[src/rtl/if_fetch_unit_pkg.sv]
// rtl/if_fetch_unit_pkg.sv - shared constants and fetch-entry type for the fetch stage
package if_fetch_unit_pkg;

  localparam logic [15:0] NOP_INSTR      = 16'h0000;
  localparam logic [31:0] RESET_PC_DEF   = 32'h0000_0000;
  localparam logic [31:0] EXC_VECTOR_DEF = 32'h0000_0040;

  typedef struct packed {
    logic [31:0] pc;
    logic [31:0] word;
  } fetch_entry_t;

  function automatic logic [31:0] word_align(input logic [31:0] addr);
    return {addr[31:2], 2'b00};
  endfunction

endpackage

[src/rtl/if_fetch_unit_fetch_queue.sv]
// rtl/if_fetch_unit_fetch_queue.sv - prefetch FIFO with push, pop, clear, head and count
module fetch_queue
  import if_fetch_unit_pkg::*;
#(
  parameter int DEPTH = 2,
  localparam int PW = $clog2(DEPTH)
) (
  input  logic         clk,
  input  logic         reset,
  input  logic         push_i,
  input  fetch_entry_t push_data_i,
  input  logic         pop_i,
  input  logic         clear_i,
  output fetch_entry_t head_o,
  output logic [PW:0]  count_o
);

  localparam logic [PW:0] DEPTH_C = (PW+1)'(DEPTH);

  fetch_entry_t    mem_q [DEPTH];
  logic [PW-1:0]   rd_ptr_q;
  logic [PW-1:0]   wr_ptr_q;
  logic [PW:0]     count_q;
  logic            push_ok;
  logic            pop_ok;

  assign push_ok = push_i && (count_q != DEPTH_C);
  assign pop_ok  = pop_i && (count_q != '0);

  always_ff @(negedge clk) begin
    if (reset || clear_i) begin
      rd_ptr_q <= '0;
      wr_ptr_q <= '0;
      count_q  <= '0;
    end else begin
      if (push_ok) begin
        mem_q[wr_ptr_q] <= push_data_i;
        wr_ptr_q        <= wr_ptr_q + 1'b1;
      end
      if (pop_ok) begin
        rd_ptr_q <= rd_ptr_q + 1'b1;
      end
      count_q <= count_q + (PW+1)'(push_ok) - (PW+1)'(pop_ok);
    end
  end

  assign head_o  = mem_q[rd_ptr_q];
  assign count_o = count_q;

endmodule

[src/rtl/if_fetch_unit.sv]
// rtl/if_fetch_unit.sv - instruction fetch stage: fetch PC, memory request logic and prefetch queue
module if_fetch_unit
  import if_fetch_unit_pkg::*;
#(
  parameter int          DEPTH      = 2,
  parameter logic [31:0] RESET_PC   = RESET_PC_DEF,
  parameter logic [31:0] EXC_VECTOR = EXC_VECTOR_DEF,
  parameter logic [15:0] NOP        = NOP_INSTR
) (
  input  logic        clk,
  input  logic        reset,
  output logic        imem_req,
  output logic [31:0] imem_addr,
  input  logic        imem_ack,
  input  logic [31:0] imem_rdata,
  input  logic        if_write,
  input  logic        redirect,
  input  logic [31:0] redirect_pc,
  input  logic        exception,
  output logic [15:0] instr_set1,
  output logic [15:0] instr_set2,
  output logic [31:0] pc,
  output logic        fetch_valid
);

  localparam int          CW      = $clog2(DEPTH) + 1;
  localparam logic [CW-1:0] DEPTH_C = CW'(DEPTH);

  logic [31:0]   fetch_pc_q, fetch_pc_d;
  logic [31:0]   addr_q, addr_d;
  logic          outstanding_q, outstanding_d;
  logic          drop_q, drop_d;
  logic          skip_lo_q, skip_lo_d;

  logic          flush;
  logic [31:0]   target;
  logic          accept;
  logic          push;
  logic          pop;
  logic [CW-1:0] count;
  logic [CW-1:0] count_next;
  fetch_entry_t  push_entry;
  fetch_entry_t  head;

  assign flush  = redirect | exception;
  assign target = exception ? EXC_VECTOR : redirect_pc;
  assign accept = outstanding_q & imem_ack;
  // Data of a request issued before a flush is discarded; so is an ack landing on the flush cycle.
  assign push   = accept & ~flush & ~drop_q;
  assign pop    = if_write & (count != '0) & ~flush;

  assign count_next = flush ? '0 : (count + CW'(push) - CW'(pop));

  always_comb begin
    push_entry.pc   = skip_lo_q ? (fetch_pc_q + 32'd2) : fetch_pc_q;
    push_entry.word = {imem_rdata[31:16], skip_lo_q ? NOP : imem_rdata[15:0]};
  end

  fetch_queue #(.DEPTH(DEPTH)) u_queue (
    .clk         (clk),
    .reset       (reset),
    .push_i      (push),
    .push_data_i (push_entry),
    .pop_i       (pop),
    .clear_i     (flush),
    .head_o      (head),
    .count_o     (count)
  );

  always_comb begin
    fetch_pc_d    = fetch_pc_q;
    skip_lo_d     = skip_lo_q;
    addr_d        = addr_q;
    outstanding_d = outstanding_q;
    drop_d        = (drop_q | (flush & outstanding_q)) & ~accept;
    if (flush) begin
      fetch_pc_d = word_align(target);
      skip_lo_d  = target[1];
    end else if (push) begin
      fetch_pc_d = fetch_pc_q + 32'd4;
      skip_lo_d  = 1'b0;
    end
    // A new request is only launched once the previous one has been acked.
    if (!outstanding_q || imem_ack) begin
      outstanding_d = (count_next < DEPTH_C) && !drop_d;
      if (outstanding_d) begin
        addr_d = fetch_pc_d;
      end
    end
  end

  always_ff @(negedge clk) begin
    if (reset) begin
      fetch_pc_q    <= RESET_PC;
      addr_q        <= '0;
      outstanding_q <= 1'b0;
      drop_q        <= 1'b0;
      skip_lo_q     <= 1'b0;
    end else begin
      fetch_pc_q    <= fetch_pc_d;
      addr_q        <= addr_d;
      outstanding_q <= outstanding_d;
      drop_q        <= drop_d;
      skip_lo_q     <= skip_lo_d;
    end
  end

  assign imem_req    = outstanding_q;
  assign imem_addr   = addr_q;
  assign fetch_valid = (count != '0);
  assign instr_set1  = fetch_valid ? head.word[15:0]  : NOP;
  assign instr_set2  = fetch_valid ? head.word[31:16] : NOP;
  assign pc          = fetch_valid ? head.pc : fetch_pc_q;

endmodule

[config.mk]
export PLATFORM = sky130hd
export DESIGN_NAME = if_fetch_unit
export DESIGN_NICKNAME = d
export VERILOG_FILES = /design/src/rtl/if_fetch_unit_pkg.sv /design/src/rtl/if_fetch_unit_fetch_queue.sv /design/src/rtl/if_fetch_unit.sv
export SDC_FILE = /design/constraint.sdc
export NUM_CORES = 1
export LEC_CHECK = 0
export BUFFER_PORTS_ARGS = -buffer_cell sky130_fd_sc_hd__buf_2
export CAP_MARGIN = 20
export CORE_MARGIN = 3
export CORE_UTILIZATION = 40
export DETAILED_ROUTE_END_ITERATION = 7
export SYNTH_ARGS = -nofsm -noshare
export SYNTH_HDL_FRONTEND = slang
export SYNTH_SLANG_ARGS = --single-unit
[constraint.sdc]
create_clock -name clk -period 5.6 [get_ports clk]
set_input_delay 0.28 -clock clk [delete_from_list [all_inputs] [get_ports clk]]
set_output_delay 0.28 -clock clk [all_outputs]
set_load 0.01 [all_outputs]
## Yosys cells after proc, flatten, opt, wreduce, memory -nomap -nowiden

Memories as Yosys holds them, arrays and structs flattened. A register that Yosys moved wholly into a read port is not among the register bits.
Cells that the tools add are included.
W data, S select, Z words.

- Memories kept: 1
- Memory bits (writable): 128
- Output and inout bits: 98
- Word-level logic and storage cells: 57
- Input port bits: 70
- Bits in registers: 71

- Bitwise gates (word level): 12
- Reductions and logical operators: 10
- Magnitude comparators: 1
- Add/sub/neg operators: 8
- Equal/unequal tests: 1
- Multiplexer cells: 16

Memories:

| name | depth | width | rd ports | clocked after Yosys merged registers in | wr ports | line | source |
|---|---|---|---|---|---|---|---|
| u_queue.mem_q | 2 | 64 | 1 | 1 | 1 | if_fetch_unit_fetch_queue.sv:20 | `fetch_entry_t mem_q [DEPTH];` |

Operator list:

| kind | count |
|---|---|
| $mux W32 | 5 |
| $mux W16 | 3 |
| $add A32 B2 Y32 const B | 1 |
| $add A32 B3 Y32 const B | 1 |
| $and A1 B1 Y1 | 7 |
| $mux W1 | 7 |
| $add A2 B1 Y2 | 2 |
| $reduce_bool A2 Y1 | 2 |
| $sub A2 B1 Y2 | 2 |
| $logic_and A1 B1 Y1 | 3 |
| $not A1 Y1 | 3 |
| $add A1 B1 Y1 const B | 2 |
| $logic_not A1 Y1 | 2 |
| $logic_or A1 B1 Y1 | 2 |
| $lt A2 B2 Y1 const B | 1 |
| $mux W2 | 1 |
| $ne A2 B2 Y1 const B | 1 |
| $or A1 B1 Y1 | 2 |
| $reduce_and A2 Y1 | 1 |

## Depth between registers and ports, before layout

Gate-level depths: netlist of the first run.

- Depth after elaboration: 10
- Mapped depth: 13
- Depth with buffers taken out: 10

## Hierarchy

From an unflattened synthesis of the first run, not the netlist that was laid out.

- Cell total of the unflattened synthesis: 772
- Area, all modules: 9,705.6 um^2

By module, submodules not included:

| module | sequential area each (um^2) | instances | area an instance (um^2) | cells an instance |
|---|---|---|---|---|
| fetch_queue | 3,943.8 | 1 | 5,157.4 | 224 |
| if_fetch_unit | 1,341.3 | 1 | 4,548.1 | 548 |

==> results.json, run 1 <==
{
  "synth_seq_area_share_pct": 58.1,
  "die_w_um": 157,
  "rsz0062_at_grt": "no",
  "reg2reg_setup_slack_ns": 2.54,
  "hold_end": "imem_addr[8]$_SDFFE_NP0P_",
  "finalSetupViolations": 0,
  "yosys.area.top_type_share_pct": 42.3,
  "overflow": 0,
  "cts_buffers": 17,
  "antenna_found_initial": 0,
  "synthDistinctLibCells": 64,
  "htreeDepth": 4,
  "grt_pass1_vias": 7447,
  "syn_nets": 883,
  "ir_worst_vdd_v": 0.000188,
  "ctsHoldBuffers": 0,
  "drv_slew": 0,
  "r2r-end": "imem_addr[29]$_SDFFE_NP0P_",
  "synth_top_area_cell": "edfxtp_1",
  "syn_area_mm2": 0.00909,
  "worstHoldStart": "imem_addr[8]$_SDFFE_NP0P_",
  "num_antenna_cells": 0,
  "worstHoldPathCells": 1,
  "dieArea_mm2": 0.0246,
  "cts_tree": "done",
  "skew_ns": 0.0249,
  "path_class": "reg -> out",
  "placed_cells": 1214,
  "worstPathMaxFanout": 28,
  "cts_max_path_buffers": 2,
  "syn_area_per_cell_um2": 11.3,
  "num_rows": 54,
  "grt.total_usage_pct": 18.6,
  "crit_required_ns": 5.32,
  "status": "finished, final reports clean",
  "synth-edff-count": 128,
  "maxCapViolCount": 0,
  "crit_arrival_ns": 4.76,
  "start_kind": "register",
  "wirelength_um": 23200,
  "drtPass1Iterations": 5,
  "synthTopCellsByArea": "edfxtp_1 (42%), dfxtp_1 (16%), mux2i_1 (7.7%)",
  "r2r_cells": 13,
  "synth_top_cells_by_count": "edfxtp_1 (128), nor2_1 (81), dfxtp_1 (72)",
  "num_io_pins": 168,
  "dr_total_vias": 7307,
  "fin_setup_tns_ns": 0,
  "initial_core_util_pct": 41.2,
  "drc": 0,
  "netlist_instances": 808,
  "area_growth_pct": 27.8,
  "synth_most_common_cell": "edfxtp_1",
  "post_cts_resized": 0,
  "place_congestion": 0.803,
  "worst_skew_pair.late_latency_ns": 0.47,
  "vias_per_cell": 5.06,
  "layout-drive-gt1-share_pct": 20.2,
  "critPathCaptureType": "output port",
  "final_cells": 1445,
  "final_nets": 1227,
  "grt_max_degree": 98,
  "hpwl_um": 15200,
  "cts_root_buf": "clkbuf_16",
  "yosys_warnings": 0,
  "ant_nets": 0,
  "reg2reg_from": "u_queue.count_o[1]$_SDFF_NP0_",
  "synthArstFlopShare_pct": 0,
  "ys.flop_type": "edfxtp_1",
  "dieHeight_um": 157,
  "postCtsSetupRepairBufs": 0,
  "tightest_slew_ns": 0.958,
  "p_leak_nw": 5.25,
  "drtIter0Drc": 439,
  "core_area_mm2": 0.0221,
  "port_buffers": 166,
  "hold_violations": 0,
  "post_drt_wl_per_cell_um": 16.0,
  "cts_num_sinks": 200,
  "synth-seq-cells": 200,
  "min_path_type": "reg -> reg",
  "grt_pass1_wl_um": 36300,
  "relSlewSlack_pct": 36.0,
  "power_density_mw_per_mm2": 312,
  "clk_pin_slew_ns": 0.04
}
==> stage by stage <==
stage / cell area (um2) / setup WS, ns / power (W) / utilization (%) / hold WS, ns
2_1_floorplan: 9100 / 0.0223 / 0.00197 / - / 0.439
3_3_place_gp: 10300 / 0.234 / 0.00205 / 46.5 / 0.442
4_1_cts: 11600 / 0.517 / 0.00370 / 52.6 / 0.454
5_1_grt: 11600 / 0.440 / 0.00388 / 52.6 / 0.463
6_report: 11600 / 0.562 / 0.00362 / 52.6 / 0.450
3_5_place_dp: 10300 / 0.231 / 0.00206 / 46.5 / 0.442
==> state kept, by name, indices dropped and copies added (netlist names), named ones only <==
signal            count
imem_addr            32
drop_q                1
imem_req              1
u_queue.mem_q       128
u_queue.wr_ptr_q      1
fetch_pc_q           32
u_queue.rd_ptr_q      1
u_queue.count_o       2
skip_lo_q             1
==> worst max-delay path by stage <==
| stage | from | to | slack, ns | cells past startpoint |
|---|---|---|---|---|
| finish | register | instr_set1[13] | 0.56 | 5 |
| global route | register | instr_set1[10] | 0.44 | 5 |
| CTS | register | instr_set1[13] | 0.52 | 5 |
| detailed placement | exception | imem_addr[22]$_SDFFE_NP0P_ | 0.23 | 11 |
| global placement | exception | imem_addr[27]$_SDFFE_NP0P_ | 0.23 | 11 |
| floorplan | exception | u_queue.mem_q[0][0]$_DFFE_NP_ | 0.02 | 6 |
==> cell usage in the layout, fill, tap and decap left out, types with 4 or more instances in the layout <==
cell,Yosys,routed
and3_1,11,10
a21oi_1,9,9
o21ai_0,43,43
nor3b_1,7,7
and4_1,6,6
ha_1,5,5
o2bb2ai_1,13,13
edfxtp_1,128,128
buf_12,0,6
nand3_1,17,17
nor2_1,81,79
nand2b_1,17,17
buf_2,11,166
xor2_1,21,21
a32o_1,8,8
or3_1,6,6
clkinv_4,0,4
clkbuf_16,0,17
buf_4,2,18
dfxtp_1,72,71
inv_1,11,212
and2_1,5,5
nor4_1,10,10
mux2i_1,70,70
nand4_1,17,17
xnor2_1,23,23
o31a_1,4,4
nand2_1,61,61
nor3_1,21,21
o31ai_1,10,10
nor2b_1,20,20
==> area by class of cell <==
cell class / instances / area, um2
inverter: 10 / 37.5
sequential: 200 / 5290
clock buffer: 17 / 425
fill: 2095 / 10500
clock inverter: 215 / 925
tap: 280 / 350
multi-input combinational: 533 / 3510
timing repair buffer: 190 / 1090
==> logic make-up after synthesis <==
logic type / count (synthesis) / synth area share [%]
compound gates: 115 / 8.72
xor+xnor: 44 / 4.24
fa+ha+maj: 5 / 0.688
flops: 200 / 58.1
mux: 71 / 7.83
buf+inv: 75 / 3.51
simple gates: 298 / 16.9
==> routing by layer <==
layer | global-route usage [%] | part of all wire, %
met1 | 24.5 | 47
met2 | 27.0 | 45
met3 | 7.36 | 6.5
met4 | 8.38 | 1.2
met5 | 0 | 0
==> power breakdown <==
group / internal (W) / total [W] / leakage (nW) / switching (W)
Clock: 0.000862 / 0.00180 / 1.37 / 0.000938
Sequential: 0.00160 / 0.00163 / 1.81 / 0.0000324
Combinational: 0.0000826 / 0.000189 / 2.06 / 0.000107
Total: 0.00255 / 0.00362 / 5.25 / 0.00108
==> critical path, cell delays in order, from the launching register on <==
cell and delay (ns):
dfxtp_4 0.56, buf_12 0.28, buf_4 0.24, mux2i_1 0.20, nor2_1 0.05, buf_2 0.15
Power figures use the tool's default switching activity.
==> run 2: changes to the inputs <==
- clock period: 5.6 -> 6.3 ns (I/O delays scaled with it)
==> run 2 against run 1 <==
Flip-flop and latch count stayed put. Hold slack better by 0.0041 ns. Sequential power is 11% lower. Combinational power shrank 12%. Clock power fell by 16%. Power decreased by 13%. Critical endpoint is now instr_set2[13].
==> results.json, run 2 (synthesized netlist as in run 1, its figures left out) <==
{
  "crit_arrival_ns": 5.19,
  "grt.total_usage_pct": 18.6,
  "drtIter0Drc": 475,
  "final_nets": 1222,
  "critPathCaptureType": "output port",
  "min_path_type": "reg -> reg",
  "nFillCells": 2089,
  "drtPass1Iterations": 5,
  "port_buffers": 166,
  "maxCapViolCount": 0,
  "ant_nets": 0,
  "num_antenna_cells": 0,
  "post_drt_wl_per_cell_um": 15.9,
  "worst_skew_pair.late_latency_ns": 0.46,
  "place_congestion": 0.802,
  "num_io_pins": 168,
  "relSlewSlack_pct": 33.7,
  "core_area_mm2": 0.0221,
  "crit_slowest_cell": "dfxtp_4",
  "worstPathMaxFanout": 40,
  "layout-drive-gt1-share_pct": 19.6,
  "ctsHoldBuffers": 0,
  "critPathBufInv": 2,
  "final_common_cell": "inv_1",
  "ir_worst_vdd_v": 0.000166,
  "grt_pass1_wl_um": 36600,
  "most-common-layout-cells": "inv_1 (214), buf_2 (166), edfxtp_1 (128)",
  "finalSetupViolations": 0,
  "dieHeight_um": 157,
  "cts_root_buf": "clkbuf_16",
  "cts_max_path_buffers": 2,
  "hold_violations": 0,
  "path_cells": "buf_12 > mux2i_1 > nor2_1 > buf_2",
  "dr_total_vias": 7326,
  "tightest_slew_ns": 0.993,
  "p_leak_nw": 5.20,
  "clk_pin_slew_ns": 0.03,
  "path_class": "reg -> out",
  "drc": 0,
  "die_w_um": 157,
  "power_density_mw_per_mm2": 273,
  "top_register": "u_queue.mem_q",
  "cts_num_sinks": 200,
  "crit_required_ns": 5.98,
  "largest_reg_flops": 128,
  "cts_tree": "done",
  "num_rows": 54,
  "initial_core_util_pct": 41.2,
  "vias_per_cell": 5.09,
  "overflow": 0,
  "cts_buffers": 17,
  "placed_area_mm2": 0.0102,
  "grt_max_degree": 98,
  "htreeDepth": 4,
  "drv_slew": 0,
  "area_growth_pct": 26.6,
  "crit_path_max_incr_delay_ns": 0.81,
  "start_kind": "register",
  "postCtsSetupRepairBufs": 0,
  "cp_top_family": "flip-flops",
  "hpwl_um": 14900,
  "seq_area_mm2": 0.00529,
  "grt_pass1_vias": 7509,
  "multi_input_area_mm2": 0.00351,
  "skew_ns": 0.0232,
  "post_cts_resized": 0,
  "wirelength_um": 22900,
  "status": "finished, final reports clean",
  "finalInstanceArea_mm2": 0.0115,
  "fin_setup_tns_ns": 0,
  "antenna_found_initial": 0,
  "dieArea_mm2": 0.0246,
  "rsz0062_at_grt": "no"
}
## run 2: cell count changes in the layout (fill, tap and decap cells not counted)
| cell | change |
|---|---|
| buf_12 | -2 |
| buf_4 | -3 |
| bufinv_16 | -1 |
| clkinv_8 | -1 |
| inv_1 | +2 |
| inv_8 | -1 |
## run 2: worst paths after layout
kind / startpoint / endpoint / slack, ns / cells after the start
worst min-delay path: imem_addr[20]$_SDFFE_NP0P_ / imem_addr[20]$_SDFFE_NP0P_ / 0.45 / 1
worst min register to register: imem_addr[20]$_SDFFE_NP0P_ / imem_addr[20]$_SDFFE_NP0P_ / 0.45 / 1
worst max register to register: u_queue.count_o[1]$_SDFF_NP0_ / imem_addr[24]$_SDFFE_NP0P_ / 3.08 / 13
worst max-delay path: register / instr_set2[13] / 0.79 / 4
## run 2: power breakdown
group / switching, W / total (W) / internal [W]
Sequential: 0.0000285 / 0.00145 / 0.00142
Combinational: 0.0000951 / 0.000167 / 0.0000718
Clock: 0.000805 / 0.00152 / 0.000715
Total: 0.000928 / 0.00314 / 0.00221
## run 2: cell type report
cell class                 count  area share, %
sequential                   200           46.0
multi-input combinational    533           30.5
timing repair buffer         185           8.89
clock inverter               214           7.60
clock buffer                  17           3.70
tap                          280           3.04
inverter                      10          0.326
## run 2: metal layers
layer,share of wire (%),global-route usage (%),wire length (um)
met1,47,24.3,10700
met2,46,27.6,10500
met3,6.2,7.30,1410
met4,1.0,7.96,229
met5,0,0,0
## run 2: stage by stage
step / hold slack [ns] / setup slack [ns] / power (W) / utilization, % / instances
after floorplan: 0.439 / 0.337 / 0.00175 / - / 808
after global placement: 0.442 / 0.405 / 0.00182 / 46.2 / 1209
after detailed placement: 0.441 / 0.417 / 0.00182 / 46.2 / 1209
after CTS: 0.456 / 0.738 / 0.00320 / 52.1 / 1439
after global routing: 0.471 / 0.572 / 0.00340 / 52.1 / 1439
final: 0.454 / 0.795 / 0.00314 / 52.1 / 1439
==> run 3: changes to the inputs <==
- clock period: 6.3 -> 4.5 ns (I/O delays scaled with it)
==> run 3 against run 2 <==
Sequential share of layout area shrank 1.4 points. Worst setup slack lost 0.72 ns. Via count grew 2.1%. Global-route usage grew 0.87 points. Clock skew shrank 0.0025 ns. Largest cell class unchanged. Highest routed layer unchanged.
==> results.json, run 3 (synthesized netlist as in run 1, its figures left out) <==
{
  "status": "finished, final reports clean",
  "initial_core_util_pct": 41.2,
  "critPathCaptureType": "output port",
  "dr_total_vias": 7482,
  "grt.busiest_layer": "met2",
  "drtPass1Iterations": 6,
  "ctsHoldBuffers": 0,
  "seq_power_share_pct": 44.5,
  "hold_violations": 0,
  "maxCapViolCount": 0,
  "path_cells": "nor2_4 > buf_4 > clkbuf_16 > o21ai_0 > buf_2",
  "final_nets": 1252,
  "area_growth_pct": 30.5,
  "overflow": 0,
  "clk_pin_slew_ns": 0.04,
  "met1_usage_pct": 25.1,
  "grt_pass1_vias": 7820,
  "switchingPower_w": 0.00133,
  "p_leak_nw": 5.37,
  "p_clk_share_pct": 49.8,
  "finalSetupViolations": 0,
  "grt.total_usage_pct": 19.5,
  "drv_slew": 0,
  "combPwrFrac_pct": 5.7,
  "rsz0062_at_grt": "no",
  "relSlewSlack_pct": 39.3,
  "final_common_cell": "inv_1",
  "crit_required_ns": 4.28,
  "setup_ws_ns": 0.0769,
  "internal-power_w": 0.00322,
  "p_sw_share_pct": 29.2,
  "path_class": "reg -> out",
  "start_kind": "register",
  "core_area_mm2": 0.0221,
  "num_io_pins": 168,
  "met2_usage_pct": 29.3,
  "final_core_util_pct": 53.7,
  "die_w_um": 157,
  "final_cells": 1469,
  "reg2reg_setup_slack_ns": 1.55,
  "grt_use_met3_pct": 7.13,
  "top_register": "u_queue.mem_q",
  "placed_cells": 1237,
  "min_path_type": "reg -> reg",
  "cts_root_buf": "clkbuf_16",
  "num_rows": 54,
  "grt_max_degree": 68,
  "cts_num_sinks": 200,
  "dieArea_mm2": 0.0246,
  "grt_pass1_wl_um": 38000,
  "cts_max_path_buffers": 2,
  "cts_buffers": 17,
  "place_congestion": 0.803,
  "num_antenna_cells": 0,
  "layout-drive-gt1-share_pct": 22.1,
  "worstPathMaxFanout": 33,
  "vias_per_cell": 5.09,
  "pre_cts_slack_ns": -0.0270,
  "drtIter0Drc": 499,
  "hpwl_um": 15900,
  "crit_arrival_ns": 4.20,
  "htreeDepth": 4,
  "drc": 0,
  "crit_path_max_incr_delay_ns": 0.57,
  "dieHeight_um": 157,
  "skew_ns": 0.0207,
  "cts_tree": "done",
  "tightest_slew_ns": 0.903,
  "worst_skew_pair.late_latency_ns": 0.47,
  "most-common-layout-cells": "inv_1 (211), buf_2 (166), edfxtp_1 (128)",
  "ant_nets": 0,
  "port_buffers": 166,
  "power_density_mw_per_mm2": 383,
  "largest_reg_flops": 128,
  "antenna_found_initial": 0,
  "crit_slowest_cell": "dfxtp_1",
  "ir_worst_vdd_v": 0.000218,
  "nFillCells": 2089,
  "wirelength_um": 24100,
  "post_drt_wl_per_cell_um": 16.4
}
## run 3: per-stage QoR
stage               hold WS [ns]  total power (W)  TNS, ns  area [um2]
floorplan                  0.439          0.00245   -15.11        9150
global placement           0.443          0.00257  -0.0102       10500
detailed placement         0.446          0.00257   -0.238       10500
CTS                        0.461          0.00465        0       11800
global route               0.478          0.00491        0       11900
finish                     0.454          0.00455        0       11900
## run 3: critical path, delay by kind of cell, from the launching register on
kind / cells / cell delay [ns]
DFF: 1 / 0.57
buffers and inverters: 3 / 0.56
AOI/OAI and AO/OA: 1 / 0.27
and+or+nand+nor: 1 / 0.07
## run 3: timing repair
| action | 4_1_cts | 5_1_grt |
|---|---|---|
| gates cloned | 0 | 1 |
| pin swaps | 0 | 1 |
| setup buffers | 0 | 1 |
| setup endpoints to repair | 13 | 2 |
| gates resized for setup | 1 | 1 |
## run 3: worst paths after layout
kind	startpoint	end	depth (start not counted)
worst max register to register	u_queue.count_o[1]$_SDFF_NP0_	imem_addr[24]$_SDFFE_NP0P_	14
worst min register to register	imem_addr[26]$_SDFFE_NP0P_	imem_addr[26]$_SDFFE_NP0P_	1
worst min-delay path	imem_addr[26]$_SDFFE_NP0P_	imem_addr[26]$_SDFFE_NP0P_	1
worst max-delay path	u_queue.count_o[1]$_SDFF_NP0_	pc[7]	5
## run 3: power groups by stage
stage | Sequential, W | Combinational, W | Clock (W)
final | 0.00202 | 0.000261 | 0.00226
after floorplan | 0.00204 | 0.000144 | 0.000266
after global placement | 0.00205 | 0.000257 | 0.000266
after detailed placement | 0.00205 | 0.000260 | 0.000266
after CTS | 0.00202 | 0.000262 | 0.00236
after global routing | 0.00202 | 0.000288 | 0.00260
## run 3: final cells by class
cell class	count	area (um2)	share of cell area, %
Inverter	10	37.5	0.316
Sequential cell	200	5290	44.6
Multi-Input combinational cell	533	3530	29.8
Timing Repair Buffer	215	1310	11.1
Clock buffer	17	425	3.58
Tap cell	280	350	2.95
Clock inverter	214	921	7.76
## run 3: layer usage
layer  part of all wire (%)  up-vias
met3                    6.6       22
li1                       -     3697
met4                    1.1        0
met2                     46      260
met5                      0        -
met1                     47     3503
